### src/rtl/intr_ctrl_pkg.sv
// Shared definitions for the interrupt controller:
// FSM encoding, config addresses, register bit positions.
package intr_defs;

    typedef enum logic [1:0] {
        IDLE    = 2'd0,
        REQ     = 2'd1,
        SERVICE = 2'd2
    } state_t;

    localparam logic [1:0] ADDR_MASK  = 2'd0;
    localparam logic [1:0] ADDR_PEND  = 2'd1;
    localparam logic [1:0] ADDR_EPC   = 2'd2;
    localparam logic [1:0] ADDR_CAUSE = 2'd3;

    localparam int CAUSE_SVC = 31;
    localparam int CAUSE_REQ = 30;
    localparam int IE_BIT    = 31;

    // Bit 0 has the highest priority.
    function automatic logic [2:0] lowest_idx(input logic [7:0] v);
        lowest_idx = '0;
        for (int i = 7; i >= 0; i--)
            if (v[i]) lowest_idx = 3'(i);
    endfunction

endpackage

### src/rtl/intr_ctrl_if.sv
// CPU-side bundle of the interrupt controller:
// config port plus trap handshake.
interface intr_ctrl_if;

    logic        cfg_we;
    logic [1:0]  cfg_addr;
    logic [31:0] cfg_wdata;
    logic [31:0] cfg_rdata;
    logic        int_req;
    logic [31:0] int_vector;
    logic        int_ack;
    logic [31:0] ack_pc;
    logic        eret;
    logic        in_service;
    logic [31:0] epc;

    modport master (
        output cfg_we, cfg_addr, cfg_wdata,
        output int_ack, ack_pc, eret,
        input  cfg_rdata, int_req, int_vector,
        input  in_service, epc
    );

    modport slave (
        input  cfg_we, cfg_addr, cfg_wdata,
        input  int_ack, ack_pc, eret,
        output cfg_rdata, int_req, int_vector,
        output in_service, epc
    );

endinterface

### src/rtl/intr_sync_edge.sv
// Two-flop synchroniser followed by a rising-edge detector;
// emits a one-cycle pulse per synchronised rising edge.
module intr_sync_edge (
    input  logic clk,
    input  logic reset,
    input  logic din,
    output logic pulse
);

    logic s1, s2, prev;

    always_ff @(posedge clk or posedge reset) begin
        if (reset) begin
            s1   <= 1'b0;
            s2   <= 1'b0;
            prev <= 1'b0;
        end else begin
            s1   <= din;
            s2   <= s1;
            prev <= s2;
        end
    end

    assign pulse = s2 & ~prev;

endmodule

### src/rtl/intr_ctrl.sv
// Interrupt controller: edge-latched pending sources, masking,
// fixed-priority trap request, EPC capture and ERET handling.
module intr_ctrl
    import intr_defs::*;
#(
    parameter int          NUM_SRC    = 2,
    parameter logic [31:0] VEC_BASE   = 32'h0000_0008,
    parameter int          VEC_STRIDE = 8
) (
    input  logic               clk,
    input  logic               reset,
    input  logic [NUM_SRC-1:0] SW_INT,
    intr_ctrl_if.slave         bus
);

    localparam logic [31:0] MASK_RW =
        32'h8000_0000 | 32'((64'd1 << NUM_SRC) - 64'd1);

    logic [NUM_SRC-1:0] edge_p;
    logic [NUM_SRC-1:0] pend;
    logic [NUM_SRC-1:0] pend_clr;
    logic [NUM_SRC-1:0] mask_en;
    logic [NUM_SRC-1:0] sel;
    logic [31:0]        mask_q;
    logic               ie;
    logic [7:0]         act;

    state_t      state, state_n;
    logic        req_q, req_n;
    logic        svc_q, svc_n;
    logic [31:0] vec_q, vec_n;
    logic [31:0] epc_q, epc_n;
    logic [2:0]  id_q, id_n;

    for (genvar g = 0; g < NUM_SRC; g++) begin : g_src
        intr_sync_edge u_sync (
            .clk   (clk),
            .reset (reset),
            .din   (SW_INT[g]),
            .pulse (edge_p[g])
        );
    end

    wire cfg_mask = bus.cfg_we && (bus.cfg_addr == ADDR_MASK);
    wire cfg_pend = bus.cfg_we && (bus.cfg_addr == ADDR_PEND);
    wire take_ack = (state == REQ) && bus.int_ack;

    assign mask_en = mask_q[NUM_SRC-1:0];
    assign ie      = mask_q[IE_BIT];
    assign act     = 8'(pend & mask_en);
    assign sel     = NUM_SRC'(1) << id_q;

    always_comb begin
        pend_clr = '0;
        if (cfg_pend)
            pend_clr = bus.cfg_wdata[NUM_SRC-1:0];
        if (take_ack)
            pend_clr = pend_clr | sel;
    end

    // A new edge in the same cycle as a clear keeps the bit set.
    always_ff @(posedge clk or posedge reset) begin
        if (reset) begin
            mask_q <= '0;
            pend   <= '0;
        end else begin
            if (cfg_mask)
                mask_q <= bus.cfg_wdata & MASK_RW;
            pend <= (pend & ~pend_clr) | edge_p;
        end
    end

    always_comb begin
        state_n = state;
        req_n   = req_q;
        svc_n   = svc_q;
        vec_n   = vec_q;
        epc_n   = epc_q;
        id_n    = id_q;
        unique case (state)
            IDLE: begin
                if (ie && (act != 8'd0)) begin
                    id_n    = lowest_idx(act);
                    vec_n   = VEC_BASE
                            + 32'(id_n) * 32'(VEC_STRIDE);
                    req_n   = 1'b1;
                    state_n = REQ;
                end
            end
            REQ: begin
                if (bus.int_ack) begin
                    epc_n   = bus.ack_pc;
                    req_n   = 1'b0;
                    svc_n   = 1'b1;
                    state_n = SERVICE;
                end else if (!ie || ((mask_en & sel) == '0)
                             || ((pend & sel) == '0)) begin
                    req_n   = 1'b0;
                    state_n = IDLE;
                end
            end
            SERVICE: begin
                if (bus.eret) begin
                    svc_n   = 1'b0;
                    state_n = IDLE;
                end
            end
            default: begin
                req_n   = 1'b0;
                svc_n   = 1'b0;
                state_n = IDLE;
            end
        endcase
    end

    always_ff @(posedge clk or posedge reset) begin
        if (reset) begin
            state <= IDLE;
            req_q <= 1'b0;
            svc_q <= 1'b0;
            vec_q <= VEC_BASE;
            epc_q <= '0;
            id_q  <= '0;
        end else begin
            state <= state_n;
            req_q <= req_n;
            svc_q <= svc_n;
            vec_q <= vec_n;
            epc_q <= epc_n;
            id_q  <= id_n;
        end
    end

    always_comb begin
        bus.cfg_rdata = '0;
        unique case (bus.cfg_addr)
            ADDR_MASK:  bus.cfg_rdata = mask_q;
            ADDR_PEND:  bus.cfg_rdata = 32'(pend);
            ADDR_EPC:   bus.cfg_rdata = epc_q;
            ADDR_CAUSE: begin
                bus.cfg_rdata[CAUSE_SVC] = svc_q;
                bus.cfg_rdata[CAUSE_REQ] = req_q;
                bus.cfg_rdata[2:0]       = id_q;
            end
        endcase
    end

    assign bus.int_req    = req_q;
    assign bus.int_vector = vec_q;
    assign bus.in_service = svc_q;
    assign bus.epc        = epc_q;

endmodule

### src/flat_wrapper.sv
// flat-port wrapper written by rule: the top's interface ports become plain ports
module intr_ctrl_flat import intr_defs::*;
#(
    parameter int          NUM_SRC    = 2,
    parameter logic [31:0] VEC_BASE   = 32'h0000_0008,
    parameter int          VEC_STRIDE = 8
)
  (clk, reset, SW_INT, bus_cfg_we, bus_cfg_addr, bus_cfg_wdata, bus_int_ack, bus_ack_pc, bus_eret, bus_cfg_rdata, bus_int_req, bus_int_vector, bus_in_service, bus_epc);
  intr_ctrl_if bus_i ();
  input  logic clk;
  input  logic reset;
  input  logic [NUM_SRC-1:0] SW_INT;
  input wire logic [$bits(bus_i.cfg_we)-1:0] bus_cfg_we;
  input wire logic [$bits(bus_i.cfg_addr)-1:0] bus_cfg_addr;
  input wire logic [$bits(bus_i.cfg_wdata)-1:0] bus_cfg_wdata;
  input wire logic [$bits(bus_i.int_ack)-1:0] bus_int_ack;
  input wire logic [$bits(bus_i.ack_pc)-1:0] bus_ack_pc;
  input wire logic [$bits(bus_i.eret)-1:0] bus_eret;
  output wire logic [$bits(bus_i.cfg_rdata)-1:0] bus_cfg_rdata;
  output wire logic [$bits(bus_i.int_req)-1:0] bus_int_req;
  output wire logic [$bits(bus_i.int_vector)-1:0] bus_int_vector;
  output wire logic [$bits(bus_i.in_service)-1:0] bus_in_service;
  output wire logic [$bits(bus_i.epc)-1:0] bus_epc;
  assign bus_i.cfg_we = bus_cfg_we;
  assign bus_i.cfg_addr = bus_cfg_addr;
  assign bus_i.cfg_wdata = bus_cfg_wdata;
  assign bus_i.int_ack = bus_int_ack;
  assign bus_i.ack_pc = bus_ack_pc;
  assign bus_i.eret = bus_eret;
  assign bus_cfg_rdata = bus_i.cfg_rdata;
  assign bus_int_req = bus_i.int_req;
  assign bus_int_vector = bus_i.int_vector;
  assign bus_in_service = bus_i.in_service;
  assign bus_epc = bus_i.epc;
  intr_ctrl #(.NUM_SRC(NUM_SRC), .VEC_BASE(VEC_BASE), .VEC_STRIDE(VEC_STRIDE)) u_core (.clk(clk), .reset(reset), .SW_INT(SW_INT), .bus(bus_i));
endmodule
### config.mk
export PLATFORM = sky130hd
export DESIGN_NAME = intr_ctrl_flat
export DESIGN_NICKNAME = d
export VERILOG_FILES = /design/src/rtl/intr_ctrl_pkg.sv /design/src/rtl/intr_ctrl_if.sv /design/src/rtl/intr_sync_edge.sv /design/src/rtl/intr_ctrl.sv /design/src/flat_wrapper.sv
export SDC_FILE = /design/constraint.sdc
export NUM_CORES = 1
export LEC_CHECK = 0
export CORE_MARGIN = 8
export CORE_UTILIZATION = 30
export DETAILED_ROUTE_END_ITERATION = 16
export PLACE_DENSITY = 0.76
export SYNTH_ARGS = -nofsm -noshare
export SYNTH_HDL_FRONTEND = slang
export SYNTH_SLANG_ARGS = --single-unit
### constraint.sdc
create_clock -name clk -period 1.58 [get_ports clk]
set_clock_uncertainty 0.15 [all_clocks]
set_input_delay 0.158 -clock clk [delete_from_list [all_inputs] [get_ports clk]]
set_output_delay 0.158 -clock clk [all_outputs]
set_load 0.02 [all_outputs]
[Yosys cells after proc, flatten, opt, wreduce, memory -nomap -nowiden]
Index checks and enable logic that the tools add are counted.
Cells by class
  add/subtract/negate cells: 1
  eq/ne operators: 9
  shift-type cells: 1
  muxes and demuxes: 27
  bitwise operators: 13
  reduce and logical (&&, ||, !) cells: 17
Operators with widths (count)
  two-way mux 3 bit: 10
  two-way mux 27 bit: 1
  two-way mux 2 bit: 6
  one-hot mux 3 bit (4 select lines): 1
  AND reduction 3 bit: 3
  bitwise AND 2 bit: 4
  logical NOT 2 bit: 4
  one-hot mux 2 bit (4 select lines): 1
  nonzero test 8 bit: 1
  adder 4 x 6 -> 7 bit (first input constant): 1
  == test 2 bit (second input constant): 3
  one-hot mux 1 bit (3 select lines): 2
  one-hot mux 2 bit (3 select lines): 1
  two-way mux 1 bit: 5
  == test 2 x 1 -> 1 bit (second input constant): 2
  logical AND 1 bit: 4
  != test 2 bit (second input constant): 2
  NOT 1 bit: 4
  bitwise OR 2 bit: 2
  AND reduction 2 bit: 2
  != test 3 bit (second input constant): 1
  left shift 1 x 3 -> 2 bit (first input constant): 1
  bitwise AND 1 bit: 2
  logical OR 1 bit: 2
  3 further kinds: 3
Storage, ports and cells
  bits in registers: 82
  word-level logic and storage cells: 82

[Longest topological paths before layout]
Gate-level depths: netlist (run 1).
  word-level depth: 11
  depth in mapped cells: 5
  gate-level depth less buffers: 3

[Hierarchy]
A second synthesis (run 1) with hierarchy kept.
Second synthesis, totals
  cell total of the unflattened synthesis: 197
  area, all modules: 2503.7 um2
Modules (own cells, without submodules)
  intr_ctrl: times used 1, cells each 187, area an instance 2318.5 um2, seq. area each 1077.3 um2
  intr_sync_edge: times used 2, cells each 5, area an instance 92.6 um2, seq. area each 75.1 um2

[Worst setup path after synthesis (run 1)]
No wires, ideal clock.
  kind: reg2reg
  from: reg u_core.state[1]
  to: reg u_core.epc_q[16], in the netlist u_core.bus.epc[16]
  library setup time: 0.128 ns
  data arrival time: 1.119 ns
  required time: 1.302 ns
  slack: 0.183 ns
  cell stages (with the launch flop): 4
  buffers on the path: 1
  clock period less this slack: 1.397 ns
  cells stage by stage: dfrtp_1 > nand3b_4 > buf_2 > mux2_1
On the way
  word-level cells in the longest chain between the ends: 2
RTL lines
  start: declaration: line intr_ctrl.sv:28  | state_t state, state_n;
  start signal: assignment: line intr_ctrl.sv:125  | state <= state_n;
  == test 2 x 1 -> 1 bit: line intr_ctrl.sv:80  | unique case (state)
  AND reduction 2 bit (no source line)
  end signal: assignment: line intr_ctrl.sv:129  | epc_q <= epc_n;
  end: declaration: line intr_ctrl.sv:32  | logic [31:0] epc_q, epc_n;
No other way between the ends.
A chain may end at the register's enable or synchronous reset.

==> results of run 1 <==
[power groups by stage]
stage / clock, uW / combinational (uW) / sequential (uW)
final: 778 / 3050 / 2190
after global placement: 0 / 3400 / 2210
after detailed placement: 0 / 3440 / 2230
after floorplan: 0 / 1120 / 2750
after CTS: 826 / 3110 / 2200
after global routing: 858 / 3260 / 2260
[stage by stage]
stage                     setup TNS (ns)  setup WS, ns  total power [uW]   util
final                            -0.0956       -0.0627              6010  0.490
after global placement            -17.94        -0.582              5600  0.475
after detailed placement          -19.59        -0.599              5680  0.475
after CTS                         -0.132       -0.0756              6130  0.491
after global routing              -0.176       -0.0984              6380  0.490
after floorplan                        0         0.101              3870      -
[registers in the layout, summed over array words and instances, names as in the netlist, 2 cells and up]
register and cells:
u_core.state 2, u_core.bus.int_vector 2, u_core.g_src.u_sync.s2 2, u_core.bus.epc 32, u_core.pend 2, u_core.g_src.u_sync.prev 2
u_core.g_src.u_sync.s1 2, u_core.mask_q 3
[cell type report]
| class | count | area (sq um) |
|---|---|---|
| multi-input combinational | 130 | 980 |
| inverter | 5 | 18.8 |
| clock inverter | 3 | 25.0 |
| fill | 709 | 3920 |
| clock buffer | 5 | 68.8 |
| sequential | 49 | 1230 |
| timing repair buffer | 136 | 1320 |
| tap | 102 | 128 |
[Yosys cell counts (all sizes together) (2+ instances only)]
library cell	number	area, sq um
dfrtp	48	1200
mux2	36	405
buf	35	255
and2	29	181
o21ai	6	30.0
inv	5	18.8
a22o	4	35.0
nand2	4	15.0
clkbuf	2	7.51
mux2i	2	20.0
nand3	2	10.0
nand4b	2	17.5
nor2	2	7.51
nor2b	2	12.5
nor4bb	2	20.0
o211ai	2	15.0
[kinds of logic after synthesis]
kind of cell,after synthesis,synth area share
flops,49,0.518
other cells,1,0.00158
buf+inv,42,0.119
compound gates,16,0.0470
simple gates,45,0.125
mux,39,0.189
[per-layer routing]
metal  wire, um  up-vias  part of all wire  global-route usage
met1       2610      890              0.38               0.123
met3        763        6              0.11              0.0614
met5          0        -                 0                   0
li1           -      863                 -                   -
met2       3490       97              0.50               0.216
met4         68        0            0.0098              0.0336
[final timing paths]
| path | cells after the start | start | end |
|---|---|---|---|
| max in group asynchronous | 4 | reset | u_core.bus.epc[16] |
| max | 2 | u_core.bus.int_vector[4] | bus_cfg_rdata[0] |
| min reg2reg | 0 | u_core.g_src[1].u_sync.s1 | u_core.g_src[1].u_sync.s2 |
| max reg2reg | 3 | u_core.state[1] | u_core.bus.epc[14] |
| min | 1 | SW_INT[1] | u_core.g_src[1].u_sync.s1 |
| min in group asynchronous | 3 | reset | u_core.mask_q[1] |
[timing repair]
item,4_1_cts,5_1_grt
gates resized for setup,149,5
setup endpoints to repair,68,21
hold buffers,1,0
cloned,1,1
hold endpoints to repair,10,0
buffers inserted,0,1
[worst max-delay path, delay by kind of cell (launching register included)]
| family | cells | cell delay [ns] |
|---|---|---|
| DFF | 1 | 0.40 |
| muxes | 1 | 0.48 |
| buffers and inverters | 1 | 0.15 |
==> impl_metrics.ini, run 1 <==
[layout]
num-nets-final = 400
layout.cells.most_common = sky130_fd_sc_hd__dfrtp_1
post-route-cell-area_sq_um = 3760
layoutNonFillerInstCount = 430
antenna-diode-count = 0
final_cell_mix = 48 x sky130_fd_sc_hd__dfrtp_1, 41 x sky130_fd_sc_hd__clkdlybuf4s50_1, 36 x sky130_fd_sc_hd__dlygate4sd2_1
drive_gt1_frac = 0.247
area_delta_synth_final_pct = 58.9

[route]
drc = 0
route.antenna.remaining_nets = 0
via_count = 1856
detail_route.wl_per_cell_um = 16.1
drtPass1Iterations = 4
detail_route.vias_per_cell = 4.32
detail_route.iter0.violations = 31
post_route_wl_um = 6930

[sta]
timing_max_transition_violations_final = 0
max_freq_ghz = 0.609
finalWorstSetupSlack_ns = -0.0627
timing.final.crit_share = 1.04
final_count_of_hold_timing_violations = 0
setup_viol_count_final = 2
final.hold.worst_slack_ns = 0.133
unrepaired_setup_endpoints_after_global_routing = yes
fin_crit_ns = 1.64

[logic_synthesis]
seq_area_frac_synth = 0.518
post_synthesis_instance_area_sq_um = 2370
yosys_register_bits = 49
post_synth_num_cell_types = 27
synth-edff-count = 0
synth_top_flop_cell = sky130_fd_sc_hd__dfrtp_1
synth_cells = 192
syn_avg_cell_area_sq_um = 12.3
synth_async_sr_flop_share = 1.00
yosys_warnings = 0

[clocking]
clock_tree_from_tritoncts = built
worst_skew_pair.late_latency_ns = 0.30
cts_htree_levels = 2
cts.reportedPaths.clkPinSlew_ns = 0.10
cts_inserted_buffers = 5
clock_sink_count = 49
cts-root-to-sink-buffers = 2
clockRootBuffer = sky130_fd_sc_hd__clkbuf_8

[placed_design]
post-place-cells = 418
finalWeightedCongestion = 0.796
dpl_cell_area_sq_um = 3650
port_buffers = 111
hpwlAfterDp_um = 5490

[worst_setup_path]
slowest_delay_ns = 0.48
crit_fanout = 2
ff2ff_setup_slack_ns = 0.12
signal_arrival_time_at_the_worst_endpoint_ns = 1.33
cpMaxStageDelayCell = sky130_fd_sc_hd__mux4_2
timing.critical_path.cells = mux4_2 > buf_6
critical_path.startpoint_type = flop
cp_data_required_time_ns = 1.27
worstSetupEndpointType = output port
timing_worst_setup_path_type = flop to output port

[global_routing]
groute.usage.overall = 0.122
grt_max_degree = 25
grt_remaining_overflow = 0
vias_in_the_first_global_route = 2152
grt_pass1_wl_um = 11000
grt_antenna_before_repair = 0

[status]
violations = setup timing
status = finished, violations left

[power]
clkPwrFrac = 0.129
p_sw_uw = 2460
power.share.combinational = 0.507
part_of_the_power_in_registers = 0.364
internal_cell_power_uw = 3560
irDropWorstVdd_mv = 0.694
power.density_cell_area_nw_per_um2 = 1600
switching_share = 0.408
p_leak_uw = 0.00173

[floorplan]
fp.dieArea_sq_um = 11000
floorplan.io_pins = 171
starting_utilization_of_the_core_area = 0.308
placeableCoreArea_sq_um = 7690
fp.dieH_um = 105
core.rowCount = 32
fp.dieW_um = 105

[worst_hold_path]
timing.hold.worst.class = primary input to flop

[flow_run]
max_cap_viol_count = 0
(Power assumes the default switching activity.)
==> run 2: changes to the inputs <==
CORE_MARGIN = 2   (was 8)
clock period = 2 ns   (was 1.58 ns; I/O delays follow)
==> run 2 against run 1 <==
Compared with the run above: the flow now finishes without violations; clock power down 19%; final cell count fell by 3.3%; combinational power down 19%; worst hold slack worse by 0.090 ns; first-iteration DRC count increased by 120%; total power shrank 19%; setup slack improved by 0.12 ns; sequential share of layout area grew 1.1 points; critical endpoint is now bus_cfg_rdata[21]; largest cell class is now flip-flops and latches.
==> impl_metrics.ini, run 2 (synthesis gave the netlist of run 1 again) <==
[status]
status = finished clean

[clocking]
clockRootBuffer = sky130_fd_sc_hd__clkbuf_8
cts_htree_levels = 2
cts_inserted_buffers = 5
clock_sink_count = 49
worst_skew_pair.late_latency_ns = 0.30
cts.repair_timing.setup_buffer_count = 0
cts.reportedPaths.clkPinSlew_ns = 0.09
cts-root-to-sink-buffers = 2
clock_tree_from_tritoncts = built

[worst_setup_path]
setup.worst_path.end = bus_cfg_rdata[21]
crit_fanout = 26
cpMaxStageDelayCell = sky130_fd_sc_hd__clkdlybuf4s50_1
reg2regPathDepth = 3
rr_startpoint = u_core.state[1]
cpLargestDelayFamily = buffers and inverters
cp_data_required_time_ns = 1.65
timing_worst_setup_path_type = primary input to output port
timing.critical_path.cells = clkdlybuf4s50_1 > nor2b_4 > buf_12 > and2_1 > dlygate4sd2_1
critPathBufInv = 3
slowest_delay_ns = 0.53
cp_num_cells = 5
r2r-end = u_core.bus.epc[9]
ff2ff_setup_slack_ns = 0.44
worstSetupEndpointType = output port
signal_arrival_time_at_the_worst_endpoint_ns = 1.59
crit_path_start = bus_cfg_addr[1]
critical_path.startpoint_type = primary input

[floorplan]
starting_utilization_of_the_core_area = 0.308
placeableCoreArea_sq_um = 7690
fp.dieW_um = 92.9
core.rowCount = 32
fp.dieH_um = 92.9
fp.dieArea_sq_um = 8620
floorplan.io_pins = 171

[power]
totalPowerFinal_uw = 4850
power.density_cell_area_nw_per_um2 = 1330
p_leak_uw = 0.00163
irDropWorstVdd_mv = 0.639

[global_routing]
vias_in_the_first_global_route = 1892
grt_remaining_overflow = 0
grt_max_degree = 33
grt_pass1_wl_um = 9160
grt_antenna_before_repair = 1
groute.usage.overall = 0.135

[sta]
finalSetupTns_ns = 0
unrepaired_setup_endpoints_after_global_routing = no
final_count_of_hold_timing_violations = 0
setup_viol_count_final = 0
timing_max_transition_violations_final = 0
timing.final.crit_share = 0.969
fin_crit_ns = 1.94
max_freq_ghz = 0.516

[route]
drtPass1Iterations = 4
post_route_wl_um = 5590
detail_route.vias_per_cell = 4.31
via_count = 1792
detail_route.iter0.violations = 68
route.antenna.remaining_nets = 0
detail_route.wl_per_cell_um = 13.4
drc = 0

[layout]
final_cell_mix = 78 x sky130_fd_sc_hd__clkdlybuf4s50_1, 48 x sky130_fd_sc_hd__dfrtp_1, 30 x sky130_fd_sc_hd__conb_1
num-nets-final = 385
largest_register_ff_count = 32
fillers = 718
layout.cells.most_common = sky130_fd_sc_hd__clkdlybuf4s50_1
regArea_sq_um = 1230
area_delta_synth_final_pct = 53.7
drive_gt1_frac = 0.121
multiInputGateArea_sq_um = 976

[placed_design]
port_buffers = 111
finalWeightedCongestion = 0.758
hpwlAfterDp_um = 4350

[worst_hold_path]
timing.hold.worst.class = primary input to async pin

[flow_run]
max_cap_viol_count = 0
[run 2: what timing repair did]
item / in CTS / in global routing
setup endpoints to repair: 32 / 24
resized for setup: 34 / 29
hold buffers: 0 / 0
[run 2: stage by stage]
stage / cell area, sq um / hold slack [ns] / util / instances / worst slack [ns]
floorplan: 2480 / 0.0814 / - / 221 / 0.479
detailed placement: 3570 / 0.193 / 0.464 / 407 / -0.290
finish: 3640 / 0.0430 / 0.473 / 416 / 0.0623
global placement: 3570 / 0.186 / 0.464 / 407 / -0.223
CTS: 3630 / 0.0554 / 0.472 / 415 / 0.0381
global route: 3640 / 0.0879 / 0.473 / 416 / 0.000499
[run 2: report_power, final]
part / total, uW / leakage (uW) / switching, uW / internal, uW
Clock: 628 / 0.0000518 / 341 / 288
Combinational: 2460 / 0.00101 / 1190 / 1270
Sequential: 1760 / 0.000577 / 344 / 1420
[run 2: metal layers]
metal | global-route usage | wire, um | part of all wire
met4 | 0.0331 | 44 | 0.0079
met2 | 0.231 | 2750 | 0.49
met1 | 0.167 | 2370 | 0.42
met3 | 0.0382 | 423 | 0.076
met5 | 0 | 0 | 0
[run 2: layout make-up]
cell class | instances | share of cell area
tap | 102 | 0.0351
multi-input combinational | 130 | 0.268
timing repair buffer | 121 | 0.326
inverter | 5 | 0.00516
clock buffer | 6 | 0.0227
clock inverter | 2 | 0.00481
antenna | 1 | 0.000688
sequential | 49 | 0.337
[run 2: worst min path at each step]
stage | end | slack (ns) | depth (start not counted)
after floorplan | u_core.g_src[0].u_sync.s1 | 0.08 | 0
after global placement | u_core.g_src[0].u_sync.s2 | 0.19 | 0
after detailed placement | u_core.g_src[0].u_sync.s2 | 0.19 | 0
after CTS | u_core.bus.epc[8] | 0.06 | 2
after global routing | u_core.bus.epc[2] | 0.09 | 2
final | u_core.bus.epc[5] | 0.04 | 2
[run 2: worst register-to-register path, delay by kind of cell (launching register included)]
family,cells,cell delay [ns]
buf+inv,1,0.28
mux,1,0.38
flops,1,0.46
simple gates,1,0.19
==> run 3: changes to the inputs <==
CAP_MARGIN = 15   (was not set)
==> results of run 3 <==
No change in the layout: final DEF, timing and power equal those of run 2.
